[config.mk]
export PLATFORM = sky130hd
export DESIGN_NAME = change_dispenser
export DESIGN_NICKNAME = d
export VERILOG_FILES = /design/src/rtl/change_pkg.sv /design/src/rtl/pulse_timer.sv /design/src/rtl/change_dispenser.sv
export SDC_FILE = /design/constraint.sdc
export NUM_CORES = 1
export LEC_CHECK = 0
export BUFFER_PORTS_ARGS = -buffer_cell sky130_fd_sc_hd__buf_2
export CAP_MARGIN = 20
export CORE_MARGIN = 10
export CORE_UTILIZATION = 41
export DETAILED_ROUTE_END_ITERATION = 16
export PLACE_DENSITY_LB_ADDON = 0.15
export SYNTH_ARGS = -nofsm -noshare
export SYNTH_HDL_FRONTEND = slang
export SYNTH_SLANG_ARGS = --single-unit
[constraint.sdc]
create_clock -name clk50m -period 2.86 [get_ports clk50m]
set_input_delay 0.143 -clock clk50m [delete_from_list [all_inputs] [get_ports clk50m]]
set_output_delay 0.143 -clock clk50m [all_outputs]
set_load 0.05 [all_outputs]
[src/rtl/change_pkg.sv]
// Shared types and coin denominations for the change dispenser.
// Amounts are in farthings; coin_value maps a coin to its worth.
package change_pkg;

  typedef enum logic [2:0] {IDLE, SELECT, PULSE, GAP, DONE, FAULT} state_t;
  typedef enum logic [1:0] {NONE, PENNY, HAP, FARTH} coin_t;

  localparam int PENNY_F = 4;
  localparam int HAP_F   = 2;
  localparam int FARTH_F = 1;

  function automatic int coin_value(input coin_t c);
    case (c)
      PENNY:   return PENNY_F;
      HAP:     return HAP_F;
      FARTH:   return FARTH_F;
      default: return 0;
    endcase
  endfunction

endpackage

[src/rtl/pulse_timer.sv]
// Loadable down-counter shared by the eject-pulse and inter-coin gap timing.
// zero is high once the loaded count has run out; load takes priority.
module pulse_timer #(
  parameter int W = 3
) (
  input  logic         clk50m,
  input  logic         res,
  input  logic         load,
  input  logic [W-1:0] load_val,
  output logic         zero
);

  logic [W-1:0] r_count;

  always_ff @(posedge clk50m or negedge res) begin
    if (!res) begin
      r_count <= '0;
    end else if (load) begin
      r_count <= load_val;
    end else if (r_count != '0) begin
      r_count <= r_count - W'(1);
    end
  end

  assign zero = (r_count == '0);

endmodule

[src/rtl/change_dispenser.sv]
// Pays owed change one coin at a time, largest available coin first,
// driving each hopper solenoid for a fixed pulse followed by a fixed gap.
module change_dispenser
  import change_pkg::*;
#(
  parameter int AMT_W     = 4,
  parameter int PULSE_CYC = 5,
  parameter int GAP_CYC   = 3
) (
  input  logic             clk50m,
  input  logic             res,
  input  logic             req,
  input  logic [AMT_W-1:0] amount,
  input  logic             penny_empty,
  input  logic             hap_empty,
  input  logic             farth_empty,
  output logic             eject_penny,
  output logic             eject_hap,
  output logic             eject_farth,
  output logic             busy,
  output logic             done,
  output logic             fault,
  output logic [AMT_W-1:0] remaining
);

  localparam int MAX_CYC = (PULSE_CYC > GAP_CYC) ? PULSE_CYC : GAP_CYC;
  localparam int CNT_W   = $clog2(MAX_CYC + 1);

  state_t           r_state;
  coin_t            r_coin;
  logic [AMT_W-1:0] r_remaining;
  logic             r_busy;
  logic             r_done;
  logic             r_fault;
  logic             r_eject_penny;
  logic             r_eject_hap;
  logic             r_eject_farth;

  coin_t            w_coin;
  logic             w_tmr_load;
  logic [CNT_W-1:0] w_tmr_val;
  logic             w_tmr_zero;

  // Hopper flags only matter here, and this choice is only used in SELECT.
  always_comb begin
    w_coin = NONE;
    if (int'(r_remaining) >= PENNY_F && !penny_empty) begin
      w_coin = PENNY;
    end else if (int'(r_remaining) >= HAP_F && !hap_empty) begin
      w_coin = HAP;
    end else if (int'(r_remaining) >= FARTH_F && !farth_empty) begin
      w_coin = FARTH;
    end
  end

  // Counts are loaded one short so the exit edge lands exactly N cycles later.
  always_comb begin
    w_tmr_load = 1'b0;
    w_tmr_val  = '0;
    if (r_state == SELECT) begin
      w_tmr_load = 1'b1;
      w_tmr_val  = CNT_W'(PULSE_CYC - 1);
    end else if (r_state == PULSE && w_tmr_zero) begin
      w_tmr_load = 1'b1;
      w_tmr_val  = CNT_W'(GAP_CYC - 1);
    end
  end

  pulse_timer #(
    .W (CNT_W)
  ) u_timer (
    .clk50m   (clk50m),
    .res      (res),
    .load     (w_tmr_load),
    .load_val (w_tmr_val),
    .zero     (w_tmr_zero)
  );

  always_ff @(posedge clk50m or negedge res) begin
    if (!res) begin
      r_state       <= IDLE;
      r_coin        <= NONE;
      r_remaining   <= '0;
      r_busy        <= 1'b0;
      r_done        <= 1'b0;
      r_fault       <= 1'b0;
      r_eject_penny <= 1'b0;
      r_eject_hap   <= 1'b0;
      r_eject_farth <= 1'b0;
    end else begin
      r_done <= 1'b0;
      case (r_state)
        IDLE: begin
          if (req) begin
            r_remaining <= amount;
            r_fault     <= 1'b0;
            r_busy      <= 1'b1;
            r_state     <= SELECT;
          end
        end
        SELECT: begin
          if (r_remaining == '0) begin
            r_done  <= 1'b1;
            r_busy  <= 1'b0;
            r_state <= DONE;
          end else if (w_coin == NONE) begin
            r_fault <= 1'b1;
            r_busy  <= 1'b0;
            r_state <= FAULT;
          end else begin
            r_coin        <= w_coin;
            r_eject_penny <= (w_coin == PENNY);
            r_eject_hap   <= (w_coin == HAP);
            r_eject_farth <= (w_coin == FARTH);
            r_state       <= PULSE;
          end
        end
        PULSE: begin
          if (w_tmr_zero) begin
            r_remaining   <= r_remaining - AMT_W'(coin_value(r_coin));
            r_eject_penny <= 1'b0;
            r_eject_hap   <= 1'b0;
            r_eject_farth <= 1'b0;
            r_state       <= GAP;
          end
        end
        GAP: begin
          if (w_tmr_zero) begin
            r_state <= SELECT;
          end
        end
        DONE:    r_state <= IDLE;
        FAULT:   r_state <= IDLE;
        default: r_state <= IDLE;
      endcase
    end
  end

  assign eject_penny = r_eject_penny;
  assign eject_hap   = r_eject_hap;
  assign eject_farth = r_eject_farth;
  assign busy        = r_busy;
  assign done        = r_done;
  assign fault       = r_fault;
  assign remaining   = r_remaining;

endmodule

==> results.toml <==
[placement]
place_congestion = 0.812
dp_hpwl_mm = 1.86
dpl.cell_count = 155
place_area_mm2 = 0.00116
io_buffers = 19

[detailed_routing]
vias = 858
drt-initial-drc-count = 54
drc = 0
wl_per_cell_um = 14.6
antenna_left = 0
totalWireLength_mm = 2.33
avgViaCountPerCell = 5.36
dr.pass1.iters = 4

[job]
cap_violations = 0

[pwr]
comb_power_share = 0.564
p_clk_frac = 0.103
switching_share = 0.496
switching_power_uw = 737
p_per_area_mw_per_mm2 = 1230
p_int_uw = 748
finalPower_uw = 1480
p_leak_uw = 0.000575
seqPwrFrac = 0.333
peakVddDrop_mv = 0.725

[timing]
slew_viol_final = 0
tightest_slew_ns = 0.520
fin_crit_sh = 0.649
skew_ns = 0.00517
hold_viol = 0
min_period_ns = 1.86
setup_violations = 0
relSlewSlack = 0.653
rsz0062_at_grt = "no"
max_freq_mhz = 538
final.setup.tns_ns = 0

[synth]
yosysUniqueCellTypes = 39
synth_seq_area_share = 0.436
synth_warnings = 0
ys_ff_latch = 18
syn_avg_cell_area_um2 = 9.66
synth_area_leaders = "dfrtp_1 44%, ha_1 6.1%, a21oi_1 5.3%"
syn_area_mm2 = 0.00103
syn_inst = 107
syn_nets = 123
synth_area_leader_cell = "dfrtp_1"
synth_top_area_frac = 0.436

[floorplan]
rows = 18
coreArea_mm2 = 0.00243
ios = 20
die_area_mm2 = 0.00493
die_h_um = 70.2
fp.dieW_um = 70.2
initial_core_util = 0.425

[global_route]
grt_overflow = 0
grt_pass1_vias = 910
grt_pass1_wl_mm = 4.24
antenna_found_initial = 0
grt_max_degree = 19
grt_usage = 0.102

[setup_path]
startpoint_type = "flop"
path_cells = "nor4_1, o221ai_1, nand2_1, mux2_2"
rrSetupSlack_ns = 1.00
crit_required_ns = 3.04
path_max_fanout = 6
cpMaxStageDelayCell = "dfrtp_1"
worstSetupEndpointType = "flop"
r2r-end = "eject_penny"
endpoint = "eject_penny"
arrival_ns = 2.03
max_stage_delay_ns = 0.48
r2r_start = "remaining[1]"
path_class = "flop to flop"
worstSetupStartpoint = "remaining[1]"
ff2ff_path_depth = 4

[finish]
utilization = 0.497
diodes = 0
nNetsFinal = 147
fin_cells = 160
drive_above_1_share = 0.223
syn_to_final_growth_pct = 16.9
final_cell_area_mm2 = 0.00121

[clock_tree]
cts.sink_count = 18
cts_max_level = 1
post_cts_resized = 0
clk_latency_ns = 0.28
clk_pin_slew_ns = 0.10
tritoncts = "built"
numCtsBuffers = 3
clockBufferDepth = 2
cts_root_buf = "clkbuf_4"

[status]
outcome = "finished, final reports clean"

[min_path]
worstHoldPathType = "input port to flop"
==> cells in the final DEF (no fill, tap or decap), types with 2 or more instances in the layout <==
cell type,n
o211ai_1,2
and2_1,3
mux2i_1,2
or3_1,2
dfrtp_1,18
ha_1,5
nand2_1,9
clkbuf_4,3
buf_2,19
nor2_1,9
nor2b_1,3
o2bb2ai_1,2
nand2b_1,3
o21ai_0,3
a21boi_1,2
inv_1,8
a21oi_1,11
o21a_1,2
==> stage by stage <==
| step | setup slack (ns) | hold slack, ns |
|---|---|---|
| floorplan | 1.02 | -0.153 |
| global placement | 1.04 | 0.0996 |
| detailed placement | 1.02 | 0.0969 |
| CTS | 1.00 | 0.141 |
| global route | 0.869 | 0.161 |
| finish | 1.00 | 0.148 |
==> routing by layer <==
layer / global-route usage / up-vias / share of wire
li1: - / 429 / -
met2: 0.162 / 15 / 0.48
met5: 0 / - / 0
met1: 0.127 / 412 / 0.45
met3: 0.0367 / 2 / 0.066
met4: 0.0263 / 0 / 0.0043
==> cell families (layout without fill, tap and decap cells) <==
group,Yosys count,in the layout,share of synthesized area
compound gates,30,30,0.190
xor+xnor,1,1,0.00848
fa+ha+maj,6,6,0.0799
buf+inv,9,32,0.0327
flops,18,18,0.436
mux,3,3,0.0303
simple gates,40,40,0.223
==> worst min path at each step <==
| stage | from | end | cells after the start |
|---|---|---|---|
| finish | amount[2] | remaining[2] | 3 |
| global route | amount[2] | remaining[2] | 3 |
| CTS | amount[2] | remaining[2] | 3 |
| detailed placement | res | r_state[2] | 1 |
| global placement | res | busy | 1 |
| floorplan | res | busy | 0 |
==> cell usage after synthesis <==
master,instances
dfrtp_1,18
a21oi_1,11
nand2_1,9
nor2_1,9
inv_1,8
ha_1,5
and2_1,3
nand2b_1,3
nor2b_1,3
o21ai_0,3
a21boi_1,2
mux2i_1,2
o211ai_1,2
o21a_1,2
o2bb2ai_1,2
or3_1,2
a211oi_1,1
a22oi_1,1
a2bb2oi_1,1
a31o_1,1
and2_0,1
clkbuf_1,1
fa_1,1
mux2_2,1
nand3_1,1
nand3b_1,1
nor3_1,1
nor3_2,1
nor3b_1,1
nor3b_2,1
nor3b_4,1
nor4_1,1
o21ai_2,1
o221ai_1,1
o22ai_1,1
o31ai_1,1
or2_2,1
or3b_1,1
xor2_1,1
==> state kept, by name, summed over array words and instances, names as in the netlist <==
| register | cells |
|---|---|
| busy | 1 |
| done | 1 |
| eject_farth | 1 |
| eject_hap | 1 |
| eject_penny | 1 |
| fault | 1 |
| r_coin | 2 |
| r_state | 3 |
| remaining | 4 |
| u_timer.r_count | 3 |
==> timing repair <==
action,4_1_cts,5_1_grt
endpoints found under the hold margin,18,0
setup buffers,0,0
hold buffers,1,0
==> final cells by class <==
class	count	area, µm²
fillers	244	1220
multi-input cells	80	549
flip-flops and latches	18	450
repair buffers	20	105
well taps	30	37.5
clock buffers	4	36.3
inverters	8	30.0
==> power by group through the flow <==
stage,clock network [µW],registers [µW],logic (µW)
after floorplan,0,670,467
after global placement,0,495,829
after detailed placement,0,499,841
after CTS,164,494,846
after global routing,181,516,955
final,153,494,837
==> critical path, delay by kind of cell (launching register included) <==
kind | cells | cell delay [ns]
flip-flops | 1 | 0.48
multiplexers | 1 | 0.35
AO/OA/AOI/OAI | 1 | 0.28
AND/OR/NAND/NOR | 2 | 0.64
Note: power is estimated with default switching activity, not from simulation.
